## config.mk

```make
export PLATFORM = sky130hd
export DESIGN_NAME = pc_fetch_unit
export DESIGN_NICKNAME = d
export VERILOG_FILES = /design/src/rtl/cpu_pkg.sv /design/src/rtl/next_pc_mux.sv /design/src/rtl/pc_fetch_unit.sv
export SDC_FILE = /design/constraint.sdc
export NUM_CORES = 1
export LEC_CHECK = 0
export BUFFER_PORTS_ARGS = -buffer_cell sky130_fd_sc_hd__buf_4
export CAP_MARGIN = 20
export CORE_MARGIN = 2
export CORE_UTILIZATION = 45
export DETAILED_ROUTE_END_ITERATION = 10
export GPL_ROUTABILITY_DRIVEN = 0
export PLACE_DENSITY_LB_ADDON = 0.1
export SLEW_MARGIN = 20
export SYNTH_ARGS = -nofsm -noshare
export SYNTH_HDL_FRONTEND = slang
export SYNTH_HIERARCHICAL = 1
export SYNTH_SLANG_ARGS = --single-unit
```

## constraint.sdc

```tcl
create_clock -name clk -period 6.1 [get_ports clk]
set_input_delay 0.61 -clock clk [delete_from_list [all_inputs] [get_ports clk]]
set_output_delay 0.61 -clock clk [all_outputs]
set_load 0.1 [all_outputs]
```

## src/rtl/cpu_pkg.sv

```systemverilog
// Shared CPU definitions: next-PC select encodings, opcodes and fetch-stage state.
package cpu_pkg;

    localparam logic [1:0] PCSRC_SEQ = 2'b00;
    localparam logic [1:0] PCSRC_BR  = 2'b01;
    localparam logic [1:0] PCSRC_JR  = 2'b10;
    localparam logic [1:0] PCSRC_J   = 2'b11;

    localparam logic [5:0] OP_RTYPE = 6'h00;
    localparam logic [5:0] OP_J     = 6'h02;
    localparam logic [5:0] OP_JAL   = 6'h03;
    localparam logic [5:0] OP_BEQ   = 6'h04;
    localparam logic [5:0] OP_BNE   = 6'h05;
    localparam logic [5:0] OP_ADDI  = 6'h08;
    localparam logic [5:0] OP_LW    = 6'h23;
    localparam logic [5:0] OP_SW    = 6'h2B;
    localparam logic [5:0] OP_HALT  = 6'h3F;

    typedef enum logic [1:0] {
        FS_FETCH = 2'd0,
        FS_FULL  = 2'd1,
        FS_FLUSH = 2'd2
    } fetch_state_t;

endpackage

```

## src/rtl/next_pc_mux.sv

```systemverilog
// Combinational next-PC selection: sequential, branch, register jump and absolute jump.
module next_pc_mux
    import cpu_pkg::*;
(
    input  logic [31:0] pc,
    input  logic [1:0]  pc_src,
    input  logic [31:0] rs_data,
    input  logic [31:0] imm_ext,
    input  logic [25:0] j_index,
    output logic [31:0] pc_plus4,
    output logic [31:0] next_pc,
    output logic        misalign
);

    logic [31:0] br_target;

    assign pc_plus4  = pc + 32'd4;
    assign br_target = pc_plus4 + (imm_ext << 2);
    assign misalign  = (pc_src == PCSRC_JR) && (rs_data[1:0] != 2'b00);

    always_comb begin
        next_pc = pc_plus4;
        case (pc_src)
            PCSRC_SEQ: next_pc = pc_plus4;
            PCSRC_BR:  next_pc = br_target;
            PCSRC_JR:  next_pc = {rs_data[31:2], 2'b00};
            PCSRC_J:   next_pc = {pc_plus4[31:28], j_index, 2'b00};
            default:   next_pc = pc_plus4;
        endcase
    end

endmodule

```

## src/rtl/pc_fetch_unit.sv

```systemverilog
// PC register, one-entry instruction fetch buffer and instruction register for the multicycle CPU.
module pc_fetch_unit
    import cpu_pkg::*;
#(
    parameter logic [31:0] RESET_PC = 32'h0000_0000
) (
    input  logic        clk,
    input  logic        RST,
    input  logic        PCWre,
    input  logic [1:0]  PCSrc,
    input  logic        IRWre,
    input  logic [31:0] rs_data,
    input  logic [31:0] imm_ext,
    output logic        imem_req,
    output logic [31:0] imem_addr,
    input  logic        imem_ready,
    input  logic [31:0] imem_rdata,
    output logic [31:0] pc,
    output logic [31:0] pc_plus4,
    output logic [31:0] instr,
    output logic [5:0]  opcode,
    output logic        ir_valid,
    output logic        fetch_stall,
    output logic        misalign
);

    fetch_state_t state, state_nxt;
    logic [31:0]  req_addr, req_addr_nxt;
    logic [31:0]  fbuf;
    logic [31:0]  next_pc;
    logic         jr_misalign;
    logic         pending, pending_nxt;
    logic         buf_load, ir_from_buf, ir_from_mem;

    next_pc_mux u_next_pc_mux (
        .pc       (pc),
        .pc_src   (PCSrc),
        .rs_data  (rs_data),
        .imm_ext  (imm_ext),
        .j_index  (instr[25:0]),
        .pc_plus4 (pc_plus4),
        .next_pc  (next_pc),
        .misalign (jr_misalign)
    );

    assign imem_req    = (state == FS_FETCH) || (state == FS_FLUSH);
    assign imem_addr   = req_addr;
    assign opcode      = instr[31:26];
    assign fetch_stall = pending || (IRWre && (state == FS_FETCH) && !imem_ready);

    always_comb begin
        state_nxt    = state;
        req_addr_nxt = req_addr;
        pending_nxt  = pending;
        buf_load     = 1'b0;
        ir_from_buf  = 1'b0;
        ir_from_mem  = 1'b0;
        case (state)
            FS_FETCH: begin
                if (PCWre) begin
                    // A PC change makes the in-flight word stale; a same-cycle return is simply dropped.
                    pending_nxt = 1'b0;
                    if (imem_ready) begin
                        req_addr_nxt = next_pc;
                    end else begin
                        state_nxt = FS_FLUSH;
                    end
                end else if (imem_ready) begin
                    buf_load  = 1'b1;
                    state_nxt = FS_FULL;
                    if (pending || IRWre) begin
                        ir_from_mem = 1'b1;
                        pending_nxt = 1'b0;
                    end
                end else if (IRWre) begin
                    pending_nxt = 1'b1;
                end
            end
            FS_FULL: begin
                ir_from_buf = IRWre;
                if (PCWre) begin
                    req_addr_nxt = next_pc;
                    state_nxt    = FS_FETCH;
                end
            end
            FS_FLUSH: begin
                if (imem_ready) begin
                    req_addr_nxt = PCWre ? next_pc : pc;
                    state_nxt    = FS_FETCH;
                end
            end
            default: state_nxt = FS_FETCH;
        endcase
    end

    always_ff @(posedge clk) begin
        if (RST) begin
            state    <= FS_FETCH;
            pc       <= RESET_PC;
            req_addr <= RESET_PC;
            instr    <= 32'h0;
            ir_valid <= 1'b0;
            pending  <= 1'b0;
            misalign <= 1'b0;
        end else begin
            state    <= state_nxt;
            req_addr <= req_addr_nxt;
            pending  <= pending_nxt;
            misalign <= PCWre && jr_misalign;
            if (PCWre) begin
                pc <= next_pc;
            end
            if (ir_from_buf) begin
                instr <= fbuf;
            end else if (ir_from_mem) begin
                instr <= imem_rdata;
            end
            if (PCWre) begin
                ir_valid <= 1'b0;
            end else if (ir_from_buf || ir_from_mem) begin
                ir_valid <= 1'b1;
            end
        end
    end

    always_ff @(posedge clk) begin
        if (buf_load) begin
            fbuf <= imem_rdata;
        end
    end

endmodule

```

==> out/metrics.yaml, run 1 <==
outcome: "finished clean"
grt-ovfl-total: 0
leakage_nw: 5.073
synth_area_um2: 8966
die_w_um: 145.2
cts-hold-fix-buffers: 0
critPathBufInv: 0
ant_nets: 0
grt_pass1_vias: 7880
worst_pin_slew_ns: 0.9429
die-area_um2: 21070
rrSetupSlack_ns: 1.28
post-route-period-util: 0.7906
worst_path_max_delay_cell: "nor3_1"
critPathTopFamily: "simple AND/OR/NAND/NOR gates"
root_buffer: "clkbuf_16"
fin_util: 0.5828
area_growth_pct: 26.92
path_cells: "ha_1, nand3_1, nor3_1, and2_1, nand3_1, xnor2_2, ha_1, a21oi_1, o21ai_0, nor3b_1, nand3_1, a311oi_1, xor2_1, nor2_1, xnor2_1, mux2i_1, nand2_1, a311oi_1"
vias: 8480
min_path_type: "input port to register"
r2r_end: "imem_addr[31]$_SDFFE_PP0P_"
routed_via_density: 5.757
yosysWarnings: 6
synthFlopType: "dfxtp_1"
synth_cells: 1010
diodes: 0
comb_power_share: 0.367
place_area_um2: 10790
clk_path_buf_depth: 2
hold_start: "imem_rdata[27]"
synth_edf_count: 32
cp-end-kind: "register"
clkSinkCount: 133
peakVddDrop_uv: 190.4
core_area_um2: 19530
power.internal_mw: 1.931
nets: 1333
p_per_area_nw_per_um2: 288.3
whs_endpoint: "fbuf[27]$_DFFE_PP_"
fin_area_um2: 11380
grt_max_degree: 53
drtPass1Iterations: 5
drt_iter0_markers: 596
routed_wl_mm: 28.68
required_ns: 6.43
regToRegStartpoint: "pc[2]$_SDFF_PP0_"
crit_top_cell: "nand3_1"
post-route-drc-count: 0
cts_tree: "built"
syn_area_per_cell_um2: 8.877
slew_headroom: 0.3666
p_sw_frac: 0.4113
finalCriticalPeriod_ns: 4.823
ys_types: 60
max_cap_viol_count: 0
ctsResizeCount: 0
syn_nets: 1148
hold_depth: 1
startpoint: "pc[2]$_SDFF_PP0_"
path_class: "register to register"
path_clk_slew_ns: 0.06
setup_viol_count_final: 0
pin_count: 241
p_clk_frac: 0.316
synthArstFlopShare: 0
grt_pass1_wl_mm: 44.39
dp_hpwl_mm: 20.50
synth-seq-area-share: 0.3327
wl_per_cell_um: 19.47
critPathLaunchType: "register"
grt_usage: 0.2648
start_util: 0.4592
num_rows: 51
hold_viol_final: 0
drv_slew: 0
cts-htree-levels: 4
fp.dieH_um: 145.2
crit_path_max_fanout: 7
cts_buffers: 17
switchingPower_mw: 1.349
pwr-share-seq: 0.316
synth_seq_cells: 133
antenna_found_initial: 0
drive_above_1_share: 0.2657
clock_latency_ns: 0.42
fin_tns_setup_ns: 0
cp_slowest_stage_delay_ns: 0.68
fmax_mhz: 207.4
reg2reg_depth: 18
portBuffers: 238
rsz0062_at_grt: "false"
worstPathArrival_ns: 5.15
cts_setup_buffers: 0
skew_ns: 0.007659
## synthesized netlist by cell type, drive strengths merged (2+ instances only)
cell / instances / area share
nor2: 132 / 0.055
nand2: 106 / 0.044
dfxtp: 101 / 0.23
a21oi: 70 / 0.039
mux2i: 70 / 0.078
nor2b: 45 / 0.031
buf: 44 / 0.032
clkbuf: 39 / 0.016
a221o: 34 / 0.038
ha: 34 / 0.047
a211oi: 33 / 0.029
xnor2: 33 / 0.032
a311oi: 32 / 0.031
edfxtp: 32 / 0.11
mux4: 24 / 0.060
nand3: 22 / 0.012
o21ai: 20 / 0.011
xor2: 19 / 0.019
inv: 18 / 0.0075
nor3: 15 / 0.0084
a21o: 10 / 0.0084
nand2b: 9 / 0.0063
and3: 8 / 0.0056
nand4: 6 / 0.0042
o21bai: 6 / 0.0054
a31oi: 5 / 0.0035
o211ai: 5 / 0.0042
nor4: 4 / 0.0028
o21a: 4 / 0.0033
a221oi: 3 / 0.0049
and2: 3 / 0.0021
nor3b: 3 / 0.0031
nand3b: 2 / 0.0017
o22ai: 2 / 0.0014
or3: 2 / 0.0014
## layout by cell type, fill, tap and decap left out, drive strengths merged, types with 2 or more instances in the layout
| master | netlist | layout |
|---|---|---|
| a31oi | 5 | 5 |
| and3 | 8 | 8 |
| bufinv | 0 | 2 |
| o21a | 4 | 4 |
| xor2 | 19 | 19 |
| or3 | 2 | 2 |
| nand3b | 2 | 2 |
| a221oi | 3 | 3 |
| ha | 34 | 34 |
| edfxtp | 32 | 32 |
| xnor2 | 33 | 33 |
| inv | 18 | 20 |
| a21oi | 70 | 70 |
| nand2 | 106 | 106 |
| a211oi | 33 | 33 |
| o21bai | 6 | 6 |
| nand3 | 22 | 22 |
| buf | 44 | 249 |
| nor3b | 3 | 3 |
| clkbuf | 39 | 18 |
| nand4 | 6 | 6 |
| nand2b | 9 | 9 |
| a221o | 34 | 34 |
| nor2b | 45 | 45 |
| nor2 | 132 | 132 |
| o21ai | 20 | 20 |
| nor3 | 15 | 15 |
| a311oi | 32 | 32 |
| o22ai | 2 | 2 |
| mux4 | 24 | 24 |
| clkinv | 0 | 9 |
| and2 | 3 | 3 |
| dfxtp | 101 | 101 |
| nor4 | 4 | 4 |
| mux2i | 70 | 70 |
| a21o | 10 | 10 |
| o211ai | 5 | 5 |
## worst max-delay path by stage
stage                                             to  slack (ns)  depth (start not counted)
after global placement    imem_addr[30]$_SDFFE_PP0P_        1.47                         16
final                     imem_addr[31]$_SDFFE_PP0P_        1.28                         18
after floorplan           imem_addr[31]$_SDFFE_PP0P_        0.03                         17
after global routing      imem_addr[31]$_SDFFE_PP0P_        0.86                         17
after detailed placement  imem_addr[31]$_SDFFE_PP0P_        1.37                         18
after CTS                 imem_addr[31]$_SDFFE_PP0P_        1.34                         18
## cell type report
cell class / instances / area, um2
clock buffer: 18 / 439.2
clock inverter: 14 / 152.6
fill: 1826 / 8147
inverter: 18 / 67.56
multi-input combinational: 776 / 5535
sequential: 133 / 2984
tap: 265 / 331.6
timing repair buffer: 249 / 1869
## per-layer routing
layer	vias to the layer above	wire length [um]	GRT usage
met5	-	0	0
met4	0	817	0.09902
met3	45	1869	0.03711
met2	359	13070	0.4052
met1	4013	12920	0.3804
li1	4063	-	-
## sequential cells by signal, indices dropped and copies added, names as in the netlist
signal	cells
instr	32
fbuf	32
imem_addr	32
misalign	1
pc	32
ir_valid	1
pending	1
state	2
## power by group through the flow
stage | combinational, mW | sequential [mW] | clock (mW)
after floorplan | 0.586 | 1.39 | 0
after global placement | 1.19 | 1.05 | 0
after detailed placement | 1.20 | 1.06 | 0
after CTS | 1.20 | 1.04 | 1.05
after global routing | 1.27 | 1.05 | 1.09
final | 1.20 | 1.04 | 1.04
## through the flow
step,std cells,hold WS (ns),power [mW],worst slack [ns]
after global routing,1473,0.3560,3.406,0.8613
final,1473,0.3731,3.281,1.277
after floorplan,1010,0.4967,1.973,0.02867
after global placement,1441,0.4530,2.244,1.468
after detailed placement,1441,0.4567,2.255,1.374
after CTS,1473,0.3585,3.288,1.341
## cells by family (layout without fill, tap and decap cells)
group / count (synthesis) / after routing / synth area share
compound gates: 236 / 236 / 0.1923
xor+xnor: 52 / 52 / 0.05080
fa+ha+maj: 35 / 35 / 0.04968
buf+inv: 101 / 299 / 0.05540
flops: 133 / 133 / 0.3327
mux: 94 / 94 / 0.1384
simple gates: 359 / 359 / 0.1807
No activity file was read; power rests on OpenSTA's default activity.
==> run 2, diff against run 1 <==
==> constraint.sdc (replaced) <==
create_clock -name clk -period 5.05 [get_ports clk]
set_input_delay 0.505 -clock clk [delete_from_list [all_inputs] [get_ports clk]]
set_output_delay 0.505 -clock clk [all_outputs]
set_load 0.1 [all_outputs]
==> run 2 against run 1 <==
  * Design area increased by 2.7%
  * Highest routed layer unchanged
  * Core utilization increased by 1.6 points
  * Sequential power increased by 22%
  * Worst hold slack got worse by 0.11 ns
  * Clock skew increased by 0.0028 ns
  * Maximum frequency increased by 7.5%
  * Non-clock buffer count increased by 2
  * Sequential share of layout area decreased by 0.54 points
  * Largest power group unchanged
  * Largest cell class unchanged
  * Via count increased by 0.91%
  * Critical path depth unchanged
==> out/metrics.yaml, run 2 (synthesized netlist as in run 1, its figures left out) <==
dp_hpwl_mm: 20.31
comb_power_share: 0.370
root_buffer: "clkbuf_16"
grt_usage: 0.2704
grt_max_degree: 102
multi_input_area_um2: 5836
cp-end-kind: "register"
path_class: "register to register"
fillers: 1771
p_clk_frac: 0.310
die-area_um2: 21070
skew_ns: 0.01041
leakage_nw: 5.193
reg2reg_depth: 18
path_clk_slew_ns: 0.07
drive_above_1_share: 0.2942
p_per_area_nw_per_um2: 338.9
clk_path_buf_depth: 2
wl_per_cell_um: 19.64
clkSinkCount: 133
crit_end: "imem_addr[31]$_SDFFE_PP0P_"
drv_slew: 0
hold_viol_final: 0
start_util: 0.4592
cts-hold-fix-buffers: 0
grt_pass1_vias: 8111
post-route-drc-count: 0
ctsResizeCount: 0
grt_pass1_wl_mm: 45.37
num_rows: 51
pin_count: 241
fp.dieH_um: 145.2
finalCriticalPeriod_ns: 4.487
worstPathArrival_ns: 4.82
antenna_found_initial: 0
setup_viol_count_final: 0
max_cap_viol_count: 0
cts_buffers: 17
diodes: 0
required_ns: 5.38
die_w_um: 145.2
regToRegStartpoint: "pc[10]$_SDFF_PP0_"
drt_iter0_markers: 582
fin_util: 0.5987
ant_nets: 0
portBuffers: 238
min_path_type: "input port to register"
pwr-share-seq: 0.319
fmax_mhz: 222.9
vias: 8557
area_growth_pct: 30.39
cts_tree: "built"
startpoint: "pc[10]$_SDFF_PP0_"
outcome: "finished clean"
slew_headroom: 0.3732
switchingPower_mw: 1.667
layout_commonest_cell: "buf_4"
nets: 1335
rrSetupSlack_ns: 0.56
cts_setup_buffers: 0
routed_wl_mm: 28.97
rsz0062_at_grt: "false"
power.internal_mw: 2.295
routed_via_density: 5.801
fin_tns_setup_ns: 0
seqCellArea_um2: 3003
final_cell_mix: "buf_4 (250), nor2_1 (132), nand2_1 (106)"
grt-ovfl-total: 0
core_area_um2: 19530
r2r_end: "imem_addr[31]$_SDFFE_PP0P_"
critPathLaunchType: "register"
peakVddDrop_uv: 276.2
cts-htree-levels: 4
clock_latency_ns: 0.42
drtPass1Iterations: 5
p_sw_frac: 0.4208
post-route-period-util: 0.8885
worst_pin_slew_ns: 0.9402
crit_path_max_fanout: 8
## run 2: changes by cell type in the layout (fill, tap and decap cells not counted), sizes merged
cell / previous run / this run
buf: 249 / 251
bufinv: 2 / 1
inv: 20 / 25
clkinv: 9 / 4
clkinvlp: 1 / 2
## run 2: power groups by stage
stage | sequential [mW] | clock [mW] | combinational (mW)
6_report | 1.27 | 1.23 | 1.47
5_1_grt | 1.28 | 1.29 | 1.54
2_1_floorplan | 1.69 | 0 | 0.721
4_1_cts | 1.26 | 1.25 | 1.46
3_3_place_gp | 1.28 | 0 | 1.45
3_5_place_dp | 1.29 | 0 | 1.46
## run 2: worst max-delay path, stage by stage (launching register included)
cell and delay [ns]:
dfxtp_2 0.45, and4_1 0.27, and3_1 0.24, and3_1 0.25, nand2_1 0.14, nor3_1 0.47, xor2_4 0.15, ha_1 0.40
a21oi_1 0.20, o21ai_0 0.18, nor3_1 0.25, nor2_1 0.09, a311oi_1 0.35, xor2_1 0.19, nor2_1 0.07, xnor2_1 0.16
mux2i_1 0.19, nand2_1 0.07, a311oi_1 0.29
## run 2: per-layer routing
layer / track usage / wire, um / up-vias / part of all wire
met4: 0.09608 / 680 / 0 / 0.023
met2: 0.4288 / 13480 / 351 / 0.47
met3: 0.05440 / 2111 / 49 / 0.073
met1: 0.3678 / 12700 / 4083 / 0.44
met5: 0 / 0 / - / 0
li1: - / - / 4074 / -
## run 2: final cells by class
class / count / share of cell area
clock buffer: 18 / 0.03671
clock inverter: 14 / 0.01167
inverter: 18 / 0.005779
multi-input combinational: 776 / 0.4991
sequential: 133 / 0.2568
tap: 265 / 0.02836
timing repair buffer: 251 / 0.1615
## run 2: worst min path at each step
stage / startpoint / endpoint / slack (ns) / depth (start not counted)
after floorplan: pending$_SDFFE_PP0P_ / pending$_SDFFE_PP0P_ / 0.50 / 2
after global placement: ir_valid$_SDFFE_PP0P_ / ir_valid$_SDFFE_PP0P_ / 0.45 / 1
after detailed placement: ir_valid$_SDFFE_PP0P_ / ir_valid$_SDFFE_PP0P_ / 0.46 / 1
after CTS: imem_rdata[31] / fbuf[31]$_DFFE_PP_ / 0.25 / 1
after global routing: imem_rdata[31] / fbuf[31]$_DFFE_PP_ / 0.25 / 1
final: imem_rdata[31] / fbuf[31]$_DFFE_PP_ / 0.26 / 1
## run 2: metrics by stage
stage	instances	hold WS [ns]	total power, mW	setup WS, ns	area (um2)
finish	1475	0.2636	3.962	0.5633	11690
global route	1475	0.2473	4.114	0.1985	11690
CTS	1475	0.2506	3.977	0.5720	11690
detailed placement	1443	0.4628	2.746	0.6097	11120
global placement	1443	0.4530	2.732	0.6809	11120
floorplan	1010	0.4967	2.410	0.01371	9323
==> run 3, diff against run 2 <==
--- a/config.mk
+++ b/config.mk
@@ -9,6 +9,7 @@
 export CAP_MARGIN = 20
 export CORE_MARGIN = 2
 export CORE_UTILIZATION = 45
+export CTS_BUF_LIST = sky130_fd_sc_hd__clkbuf_16
 export DETAILED_ROUTE_END_ITERATION = 10
 export GPL_ROUTABILITY_DRIVEN = 0
 export PLACE_DENSITY_LB_ADDON = 0.1
==> run 3 against run 2 <==
  * Count of clock-buffer cells in the layout is 1 lower
  * Largest power group unchanged
  * Critical endpoint unchanged
  * Critical path depth stayed put
  * Non-clock buffer count stayed put
==> out/metrics.yaml, run 3 (synthesized netlist as in run 1, its figures left out) <==
hold_start: "imem_rdata[31]"
fin_tns_setup_ns: 0
cts_buffers: 17
clock_latency_ns: 0.42
rrSetupSlack_ns: 0.55
fin_util: 0.5987
num_rows: 51
reg2reg_depth: 18
antenna_found_initial: 0
nets: 1335
post-route-period-util: 0.8902
die-area_um2: 21070
ctsResizeCount: 0
fin_area_um2: 11690
outcome: "finished clean"
crit_path_max_fanout: 8
grt-ovfl-total: 0
diodes: 0
grt_pass1_vias: 8111
cts_setup_buffers: 0
required_ns: 5.37
path_class: "register to register"
portBuffers: 238
routed_via_density: 5.772
start_util: 0.4592
p_per_area_nw_per_um2: 338.5
rsz0062_at_grt: "false"
slew_headroom: 0.3688
finalCriticalPeriod_ns: 4.495
hold_viol_final: 0
layout_commonest_cell: "buf_4"
cts-hold-fix-buffers: 0
die_w_um: 145.2
drive_above_1_share: 0.2942
clkSinkCount: 133
vias: 8513
startpoint: "pc[10]$_SDFF_PP0_"
post-route-drc-count: 0
core_area_um2: 19530
hold_depth: 1
grt_max_degree: 102
setup_viol_count_final: 0
leakage_nw: 5.197
regToRegStartpoint: "pc[10]$_SDFF_PP0_"
root_buffer: "clkbuf_16"
critPathLaunchType: "register"
pin_count: 241
dp_hpwl_mm: 20.31
ant_nets: 0
final_cell_mix: "buf_4 (250), nor2_1 (132), nand2_1 (106)"
clk_path_buf_depth: 2
peakVddDrop_uv: 271.8
grt_pass1_wl_mm: 45.37
min_path_type: "input port to register"
max_cap_viol_count: 0
drv_slew: 0
drt_iter0_markers: 578
fp.dieH_um: 145.2
cp-end-kind: "register"
worstPathArrival_ns: 4.82
cts_tree: "built"
cts-htree-levels: 4
routed_wl_mm: 28.92
worst_pin_slew_ns: 0.9469
r2r_end: "imem_addr[31]$_SDFFE_PP0P_"
area_growth_pct: 30.39
fmax_mhz: 222.4
path_clk_slew_ns: 0.07
whs_endpoint: "fbuf[31]$_DFFE_PP_"
skew_ns: 0.01023
grt_usage: 0.2704
drtPass1Iterations: 6
wl_per_cell_um: 19.61
place_area_um2: 11120
[run 3: stage by stage]
step	setup WS, ns	instances	hold WS, ns	power [mW]
after CTS	0.5720	1475	0.2506	3.975
after detailed placement	0.6097	1443	0.4628	2.746
after floorplan	0.01371	1010	0.4967	2.410
after global routing	0.1985	1475	0.2473	4.112
final	0.5546	1475	0.2683	3.957
after global placement	0.6809	1443	0.4530	2.732
[run 3: power by group]
group	internal (mW)	switching, mW
logic	0.437	1.03
registers	1.17	0.0976
clock network	0.688	0.537
total	2.29	1.66
[run 3: area by class of cell]
class                           count  area (um2)
Timing Repair Buffer              251        1888
Sequential cell                   133        3003
Tap cell                          265       331.6
Clock inverter                     15       140.1
Fill cell                        1771        7835
Multi-Input combinational cell    776        5836
Clock buffer                       17       425.4
Inverter                           18       67.56
[run 3: routing by layer]
metal / wire length [um] / vias to the layer above / share of wire / global-route usage
met5: 0 / - / 0 / 0
li1: - / 4076 / - / -
met4: 629 / 0 / 0.022 / 0.09608
met2: 13490 / 329 / 0.47 / 0.4288
met3: 2039 / 43 / 0.071 / 0.05440
met1: 12760 / 4065 / 0.44 / 0.3678
[run 3: worst max-delay path: stages, from the launching register on]
cell and delay (ns):
dfxtp_2 0.45, and4_1 0.27, and3_1 0.24, and3_1 0.25
nand2_1 0.14, nor3_1 0.47, xor2_4 0.14, ha_1 0.40
a21oi_1 0.19, o21ai_0 0.18, nor3_1 0.25, nor2_1 0.09
a311oi_1 0.37, xor2_1 0.19, nor2_1 0.07, xnor2_1 0.15
mux2i_1 0.19, nand2_1 0.07, a311oi_1 0.29
[run 3: how the worst max path moves through the flow]
stage	to	slack, ns
6_report	imem_addr[31]$_SDFFE_PP0P_	0.55
5_1_grt	imem_addr[31]$_SDFFE_PP0P_	0.20
4_1_cts	imem_addr[31]$_SDFFE_PP0P_	0.57
3_5_place_dp	imem_addr[31]$_SDFFE_PP0P_	0.61
3_3_place_gp	imem_addr[31]$_SDFFE_PP0P_	0.68
2_1_floorplan	imem_addr[31]$_SDFFE_PP0P_	0.01
